$ cat src/rtl/cnt_pkg.sv
// Shared constants and helpers for the up/down modulus counter family.
package cnt_pkg;

  localparam logic CNT_UP = 1'b1;
  localparam logic CNT_DN = 1'b0;

  localparam int CNT_WRAP = 0;
  localparam int CNT_SAT  = 1;

  // Values past the last legal state load as the last legal state.
  function automatic longint unsigned clamp_mod(input longint unsigned value,
                                                input longint unsigned modulus);
    return (value <= modulus - 64'd1) ? value : modulus - 64'd1;
  endfunction

endpackage

$ cat src/rtl/mod_updown_counter.sv
// Modulus-N up/down counter with clear, clamped parallel load, wrap or saturate
// end behaviour, combinational terminal count, carry pulse and sticky saturation.
module mod_updown_counter
  import cnt_pkg::*;
#(
  parameter int              WIDTH    = 7,
  parameter longint unsigned MODULUS  = 128,
  parameter int              SATURATE = CNT_WRAP
) (
  input  logic             clk_1Hz,
  input  logic             rst,
  input  logic             en,
  input  logic             up_dn,
  input  logic             clear,
  input  logic             load,
  input  logic [WIDTH-1:0] load_val,
  output logic [WIDTH-1:0] count,
  output logic             tc,
  output logic             carry,
  output logic             sat
);

  if (WIDTH < 1 || WIDTH > 32 || MODULUS < 2 || MODULUS > (64'd1 << WIDTH)) begin : g_bad_param
    $error("mod_updown_counter: illegal WIDTH/MODULUS combination");
  end

  // Held at WIDTH+1 bits so MODULUS = 2^WIDTH needs no special case.
  localparam logic [WIDTH:0] MAX_V = (WIDTH+1)'(MODULUS - 64'd1);

  logic             at_max;
  logic             at_zero;
  logic [WIDTH-1:0] count_inc;
  logic [WIDTH-1:0] count_dec;
  logic [WIDTH-1:0] load_clamped;

  assign at_max       = ({1'b0, count} == MAX_V);
  assign at_zero      = (count == '0);
  assign count_inc    = WIDTH'({1'b0, count} + (WIDTH+1)'(1));
  assign count_dec    = WIDTH'({1'b0, count} - (WIDTH+1)'(1));
  assign load_clamped = WIDTH'(clamp_mod(64'(load_val), MODULUS));

  // Combinational so the next stage of a cascade can use it as its enable.
  assign tc = en & ((up_dn == CNT_UP) ? at_max : at_zero);

  always_ff @(posedge clk_1Hz) begin
    if (rst) begin
      count <= '0;
      carry <= 1'b0;
      sat   <= 1'b0;
    end else if (clear) begin
      count <= '0;
      carry <= 1'b0;
      sat   <= 1'b0;
    end else if (load) begin
      count <= load_clamped;
      carry <= 1'b0;
      sat   <= 1'b0;
    end else if (en) begin
      carry <= 1'b0;
      if (up_dn == CNT_UP) begin
        if (!at_max) begin
          count <= count_inc;
        end else if (SATURATE == CNT_SAT) begin
          sat <= 1'b1;
        end else begin
          count <= '0;
          carry <= 1'b1;
        end
      end else begin
        if (!at_zero) begin
          count <= count_dec;
        end else if (SATURATE == CNT_SAT) begin
          sat <= 1'b1;
        end else begin
          count <= WIDTH'(MAX_V);
          carry <= 1'b1;
        end
      end
    end else begin
      carry <= 1'b0;
    end
  end

endmodule

$ cat config.mk
export PLATFORM = sky130hd
export DESIGN_NAME = mod_updown_counter
export DESIGN_NICKNAME = d
export VERILOG_FILES = /design/src/rtl/cnt_pkg.sv /design/src/rtl/mod_updown_counter.sv
export SDC_FILE = /design/constraint.sdc
export NUM_CORES = 1
export LEC_CHECK = 0
export BUFFER_PORTS_ARGS = -buffer_cell sky130_fd_sc_hd__buf_2
export CORE_UTILIZATION = 50
export DETAILED_ROUTE_END_ITERATION = 8
export HOLD_SLACK_MARGIN = 0.03
export PLACE_DENSITY = 0.78
export SLEW_MARGIN = 20
export SYNTH_ARGS = -nofsm -noshare
export SYNTH_HDL_FRONTEND = slang
export SYNTH_SLANG_ARGS = --single-unit
$ cat constraint.sdc
create_clock -name clk_1Hz -period 2.2 [get_ports clk_1Hz]
set_input_delay 0.22 -clock clk_1Hz [delete_from_list [all_inputs] [get_ports clk_1Hz]]
set_output_delay 0.22 -clock clk_1Hz [all_outputs]
set_load 0.03 [all_outputs]
==> run_results.csv, run 1 <==
group,metric,value,unit
logic_synthesis,synthArstFlopShare,0,%
floorplan,die_y,41.0,um
cells_and_area,n_fill_cell,129,
global_routing,antenna_found_initial,0,
logic_synthesis,synth_cells,108,
worst_hold_path,min_to,"count[2]",
logic_synthesis,yosysTopAreaCell,"dfxtp_1",
logic_synthesis,synth_nets,124,
global_routing,first_global_vias,674,
floorplan,fp.dieArea,1680,um^2
clock_tree,cts_tree,"done",
worst_setup_path,cp_top_family,"simple AND/OR/NAND/NOR gates",
route,drt_iter0_markers,52,
worst_hold_path,min_path_cells,3,
worst_setup_path,path_max_fanout,15,
logic_synthesis,syn-mean-instance-area,7.04,um^2
worst_setup_path,r2r_slack,140,ps
placed_design,dpl.hpwl,1.49,mm
clock_tree,numCtsBuffers,3,
worst_setup_path,rr_worst_depth,6,
logic_synthesis,synth_top_area_share,21.1,%
worst_setup_path,regToRegStartpoint,"count[1]",
floorplan,fp.dieW,41.0,um
logic_synthesis,ys_seq_area_share,21.1,%
clock_tree,cts_sinks,8,
logic_synthesis,synth-edff-count,0,
clock_tree,cts_root_buf,"clkbuf_4",
timing,fin_crit_sh,94.2,%
cells_and_area,n_antenna_cell,0,
timing,hold_viol_final,0,
route,wirelength,2.06,mm
timing,slew_violations,0,
worst_setup_path,endpoint_kind,"output pin",
worst_setup_path,crit_required,1980,ps
cells_and_area,layout.nets,141,
global_routing,grt_max_degree,18,
timing,fin_crit,2070,ps
worst_setup_path,cp-start-kind,"flop",
clock_tree,clock_latency,260,ps
run_status,status,"completed",
clock_tree,clk_pin_slew,60,ps
floorplan,io_pins,23,
cells_and_area,fin_area,871,um^2
logic_synthesis,ys_ff_latch,8,
global_routing,grt_pass1_wl,3.06,mm
timing,rsz0062_at_grt,"false",
logic_synthesis,syn_area,761,um^2
timing,relSlewSlack,65.7,%
route,wl_per_cell,15.0,um
placed_design,placed_area,843,um^2
floorplan,initial_utilization,56.3,%
logic_synthesis,synth_common_cells,"nand2_1 (11), nor2_1 (11), a21oi_1 (9)",
power_and_ir_drop,vdd_drop_max,265,uV
worst_setup_path,arrival,1850,ps
placed_design,port_buffers,21,
route,routed_via_density,6.46,
cells_and_area,area_growth,14.5,%
floorplan,num_rows,13,
timing,layout_setup_ws,127,ps
clock_tree,clk_path_buf_depth,2,
worst_setup_path,critPathMaxStageDelay,540,ps
timing,holdWs,217,ps
logic_synthesis,netlist_top_cells_area,"dfxtp_1 (21%), a21oi_1 (5.9%), nand2_1 (5.4%), nor2_1 (5.4%), ha_1 (4.9%)",
worst_hold_path,hp-start,"load_val[2]",
route,final_antenna_net_count,0,
route,num_vias,892,
route,drc,0,
worst_hold_path,min_path_type,"input port to flop",
cells_and_area,fin_util,64.5,%
timing,fin_tns_setup,0,ps
clock_tree,cts_resized,0,
worst_setup_path,path_class,"flop to output pin",
clock_tree,cts_setup_buffers,0,
placed_design,gp_routability_congestion,0.964,
cells_and_area,drive_gt1_share,23.6,%
timing,worst_clock_skew,3.40,ps
logic_synthesis,synth.distinct_cells,42,
global_routing,grtUsageTotal,28.5,%
worst_setup_path,cp_num_buf_inv,1,
logic_synthesis,yosysWarnings,0,
timing,tightest_slew,510,ps
logic_synthesis,synthFlopType,"dfxtp_1",
worst_setup_path,crit_chain,"nor4_1, and2_1, o21a_1, buf_2",
global_routing,gr-total-overflow,0,
clock_tree,htreeDepth,1,
power_and_ir_drop,leakage,0.000382,uW
placed_design,post-place-ws,172,ps
route,first_pass_iters,4,
worst_setup_path,regToRegEndpoint,"count[3]",
worst_setup_path,slowest_stage,"nor4_1",
floorplan,core-area,1350,um^2
power_and_ir_drop,powerDensity,479,nW/um^2
run,drv_cap,0,
clock_tree,holdBufCountCts,0,
timing,max_freq,0.482,GHz
timing,setup_viol,0,
==> where the power goes <==
group	switching [uW]	internal (uW)	total, uW
clock	60.6	63.2	124
sequential	14.2	151	165
combinational	74.8	53.4	128
==> cell type report <==
type                       instances  area [um^2]  area share [%]
clock buffer                       3         22.5            2.59
multi-input combinational         87          546            62.6
sequential                         8          160            18.4
timing repair buffer              22          113            12.9
tap                               15         18.8            2.16
inverter                           3         11.3            1.29
==> layer usage <==
metal  vias to the layer above  GRT usage, %  share of wire (%)
met4                         0          15.0                2.8
li1                        428             -                  -
met3                         9          4.35                 10
met5                         -             0                  0
met2                        64          43.8                 48
met1                       391          37.9                 39
==> logic make-up (layout without fill, tap and decap cells) <==
| logic type | count (synthesis) | after routing | synth area share [%] |
|---|---|---|---|
| xor+xnor | 1 | 1 | 1.15 |
| compound gates | 28 | 28 | 23.8 |
| simple gates | 52 | 52 | 37.3 |
| flops | 8 | 8 | 21.1 |
| other cells | 1 | 1 | 0.493 |
| buf+inv | 13 | 28 | 7.89 |
| fa+ha+maj | 3 | 3 | 4.93 |
| mux | 2 | 2 | 3.29 |
==> worst max-delay path by stage <==
stage                     depth (start not counted)       end  startpoint
final                                             4        tc    count[2]
after global routing                              4        tc    count[2]
after CTS                                         6        tc    count[1]
after detailed placement                          6  count[3]    count[1]
after global placement                            6  count[2]    count[0]
after floorplan                                   6  count[3]    count[0]
==> state kept, by name, indices dropped and copies added (netlist names) <==
signal,flops
count,7
carry,1
==> worst reg2reg max path: cells and delay by family (launching register included) <==
kind / cells / cell delay (ps)
AO/OA/AOI/OAI: 1 / 240
adder cells (fa/ha/maj): 1 / 220
buffers and inverters: 1 / 140
flip-flops: 1 / 480
AND/OR/NAND/NOR: 3 / 880
==> per-stage QoR <==
step	total power [uW]	instances
2_1_floorplan	262	108
3_3_place_gp	290	135
3_5_place_dp	294	135
4_1_cts	415	138
5_1_grt	436	138
6_report	417	138
==> placed cells by master, fill, tap and decap left out, types with 2 or more instances in the layout <==
master / Yosys / routed
a211oi_1: 2 / 2
a21oi_1: 9 / 9
and2_1: 3 / 3
and3_1: 2 / 2
buf_2: 3 / 21
clkbuf_4: 0 / 3
dfxtp_1: 8 / 8
ha_1: 3 / 3
inv_1: 3 / 3
nand2_1: 11 / 11
nand3_1: 4 / 4
nand4_1: 2 / 2
nand4b_1: 2 / 2
nor2_1: 11 / 11
nor3_1: 4 / 4
nor4_1: 2 / 2
o21a_1: 2 / 2
o21ai_0: 5 / 5
or4_1: 4 / 4
(Power assumes the default switching activity.)
==> run 2: changes to the inputs <==
--- a/config.mk
+++ b/config.mk
@@ -6,10 +6,11 @@
 export NUM_CORES = 1
 export LEC_CHECK = 0
 export BUFFER_PORTS_ARGS = -buffer_cell sky130_fd_sc_hd__buf_2
-export CORE_UTILIZATION = 50
+export CORE_UTILIZATION = 53
+export CTS_BUF_LIST = sky130_fd_sc_hd__clkbuf_4 sky130_fd_sc_hd__clkbuf_8 sky130_fd_sc_hd__clkbuf_16
 export DETAILED_ROUTE_END_ITERATION = 8
 export HOLD_SLACK_MARGIN = 0.03
-export PLACE_DENSITY = 0.78
+export PLACE_DENSITY = 0.82
 export SLEW_MARGIN = 20
 export SYNTH_ARGS = -nofsm -noshare
 export SYNTH_HDL_FRONTEND = slang
==> constraint.sdc (replaced) <==
create_clock -name clk_1Hz -period 2.51 [get_ports clk_1Hz]
set_input_delay 0.251 -clock clk_1Hz [delete_from_list [all_inputs] [get_ports clk_1Hz]]
set_output_delay 0.251 -clock clk_1Hz [all_outputs]
set_load 0.03 [all_outputs]
==> run 2 against run 1 <==
  * Clock power decreased by 19%
  * Global-route usage decreased by 2.3 points
  * Cell count decreased by 0.72%
  * Sequential share of layout area increased by 0.27 points
  * Count of clock-buffer cells in the layout unchanged
  * Setup slack improved by 240 ps
  * Wire length decreased by 8.1%
  * Largest cell class unchanged
==> run_results.csv, run 2 (same netlist as run 1, synthesis figures left out) <==
group,metric,value,unit
route,drt_iter0_markers,43,
clock_tree,clk_path_buf_depth,2,
power_and_ir_drop,vdd_drop_max,325,uV
global_routing,grtUsageTotal,26.2,%
clock_tree,clk_pin_slew,60,ps
global_routing,first_global_vias,629,
power_and_ir_drop,p_comb_share,30.3,%
cells_and_area,drive_gt1_share,22.1,%
cells_and_area,fin_area,858,um^2
floorplan,fp.dieArea,1590,um^2
worst_setup_path,path_class,"flop to output pin",
worst_setup_path,regToRegStartpoint,"count[0]",
timing,hold_viol_final,0,
placed_design,port_buffers,21,
route,num_vias,872,
clock_tree,cts_sinks,8,
route,wl_per_cell,13.8,um
clock_tree,cts_root_buf,"clkbuf_4",
floorplan,io_pins,23,
clock_tree,htreeDepth,1,
worst_setup_path,r2r_slack,450,ps
floorplan,die_y,39.9,um
timing,fin_crit,2140,ps
worst_hold_path,min_path_type,"input port to flop",
clock_tree,cts_tree,"done",
clock_tree,numCtsBuffers,3,
timing,max_freq,0.467,GHz
power_and_ir_drop,powerDensity,413,nW/um^2
global_routing,grt_pass1_wl,2.78,mm
worst_setup_path,endpoint_kind,"output pin",
worst_setup_path,cp_num_buf_inv,2,
worst_setup_path,rr_worst_depth,6,
route,routed_via_density,6.36,
worst_hold_path,hp-start,"load_val[2]",
global_routing,antenna_found_initial,0,
clock_tree,clock_latency,260,ps
floorplan,initial_utilization,57.7,%
worst_setup_path,cp-start-kind,"flop",
worst_setup_path,path_max_fanout,7,
placed_design,gp_routability_congestion,0.963,
power_and_ir_drop,switching_share,34.4,%
timing,fin_tns_setup,0,ps
worst_hold_path,min_to,"count[2]",
timing,setup_viol,0,
timing,rsz0062_at_grt,"false",
power_and_ir_drop,internal_power,233,uW
floorplan,core-area,1320,um^2
worst_hold_path,min_path_cells,3,
clock_tree,holdBufCountCts,0,
cells_and_area,reg.largest.list,"count (7), carry (1)",
global_routing,grt_max_degree,18,
clock_tree,cts_setup_buffers,0,
power_and_ir_drop,p_sw,122,uW
cells_and_area,layout.nets,140,
run,drv_cap,0,
worst_setup_path,regToRegEndpoint,"count[3]",
route,final_antenna_net_count,0,
power_and_ir_drop,leakage,0.000374,uW
clock_tree,cts_resized,0,
worst_setup_path,crit_required,2260,ps
cells_and_area,area_growth,12.8,%
worst_setup_path,slowest_stage,"nor3b_1",
route,drc,0,
timing,slew_violations,0,
power_and_ir_drop,power_frac_seq,41.3,%
worst_setup_path,crit_chain,"inv_1, ha_1, nor3b_1, and2_1, o21a_1, buf_2",
placed_design,dpl.hpwl,1.36,mm
worst_setup_path,critPathMaxStageDelay,370,ps
run_status,status,"completed",
cells_and_area,regMostFlops,"count",
timing,worst_clock_skew,2.30,ps
floorplan,num_rows,13,
placed_design,placed_area,836,um^2
cells_and_area,mostFrequentLayoutCell,"buf_2",
cells_and_area,n_antenna_cell,0,
floorplan,fp.dieW,39.9,um
timing,fin_crit_sh,85.3,%
route,wirelength,1.90,mm
worst_setup_path,arrival,1890,ps
worst_setup_path,cp_top_family,"simple AND/OR/NAND/NOR gates",
global_routing,gr-total-overflow,0,
cells_and_area,mostFrequentLayoutCells,"buf_2 (21), nor2_1 (11), nand2_1 (11)",
route,first_pass_iters,4,
cells_and_area,largest_register_ffs,7,
power_and_ir_drop,power_frac_clock,28.3,%
[run 2: changes by cell type in the layout (fill, tap and decap cells not counted)]
cell	delta
buf_4	-1
nor3b_1	+1
nor3b_2	-1
[run 2: how the worst max path moves through the flow]
stage / start / to / slack [ps] / cells past startpoint
floorplan: count[0] / count[3] / 380 / 6
global placement: count[1] / count[3] / 580 / 6
detailed placement: count[1] / count[3] / 520 / 6
CTS: count[0] / tc / 380 / 6
global route: count[0] / tc / 230 / 6
finish: count[0] / tc / 370 / 6
[run 2: routing by layer]
metal  up-vias  track usage, %  part of all wire [%]
met2        45            43.1                    47
met4         0            4.31                   1.7
met1       396            31.6                    42
met5         -               0                     0
li1        425               -                     -
met3         6            10.8                   8.5
[run 2: stage by stage]
| stage | utilization [%] | hold slack [ps] | worst slack (ps) | total power (uW) | cells |
|---|---|---|---|---|---|
| after floorplan | - | 396 | 380 | 229 | 108 |
| after global placement | 63.4 | 516 | 578 | 253 | 134 |
| after detailed placement | 63.4 | 520 | 524 | 255 | 134 |
| after CTS | 65.1 | 252 | 382 | 355 | 137 |
| after global routing | 65.1 | 258 | 234 | 374 | 137 |
| final | 65.1 | 253 | 369 | 355 | 137 |
[run 2: cell type report]
class	count	area, um^2
tap	15	18.8
multi-input combinational	87	541
timing repair buffer	21	105
fill	105	459
sequential	8	160
inverter	3	11.3
clock buffer	3	22.5
[run 2: tightest hold or removal path, cell delays in order]
cell and delay (ps):
buf_2 90, nand2_1 70, a21oi_2 50
[run 2: power by group through the flow]
stage	registers, uW	logic, uW	clock network (uW)
floorplan	152	77.4	0
global placement	148	104	0
finish	147	108	100
global route	149	117	108
detailed placement	149	106	0
CTS	146	107	102
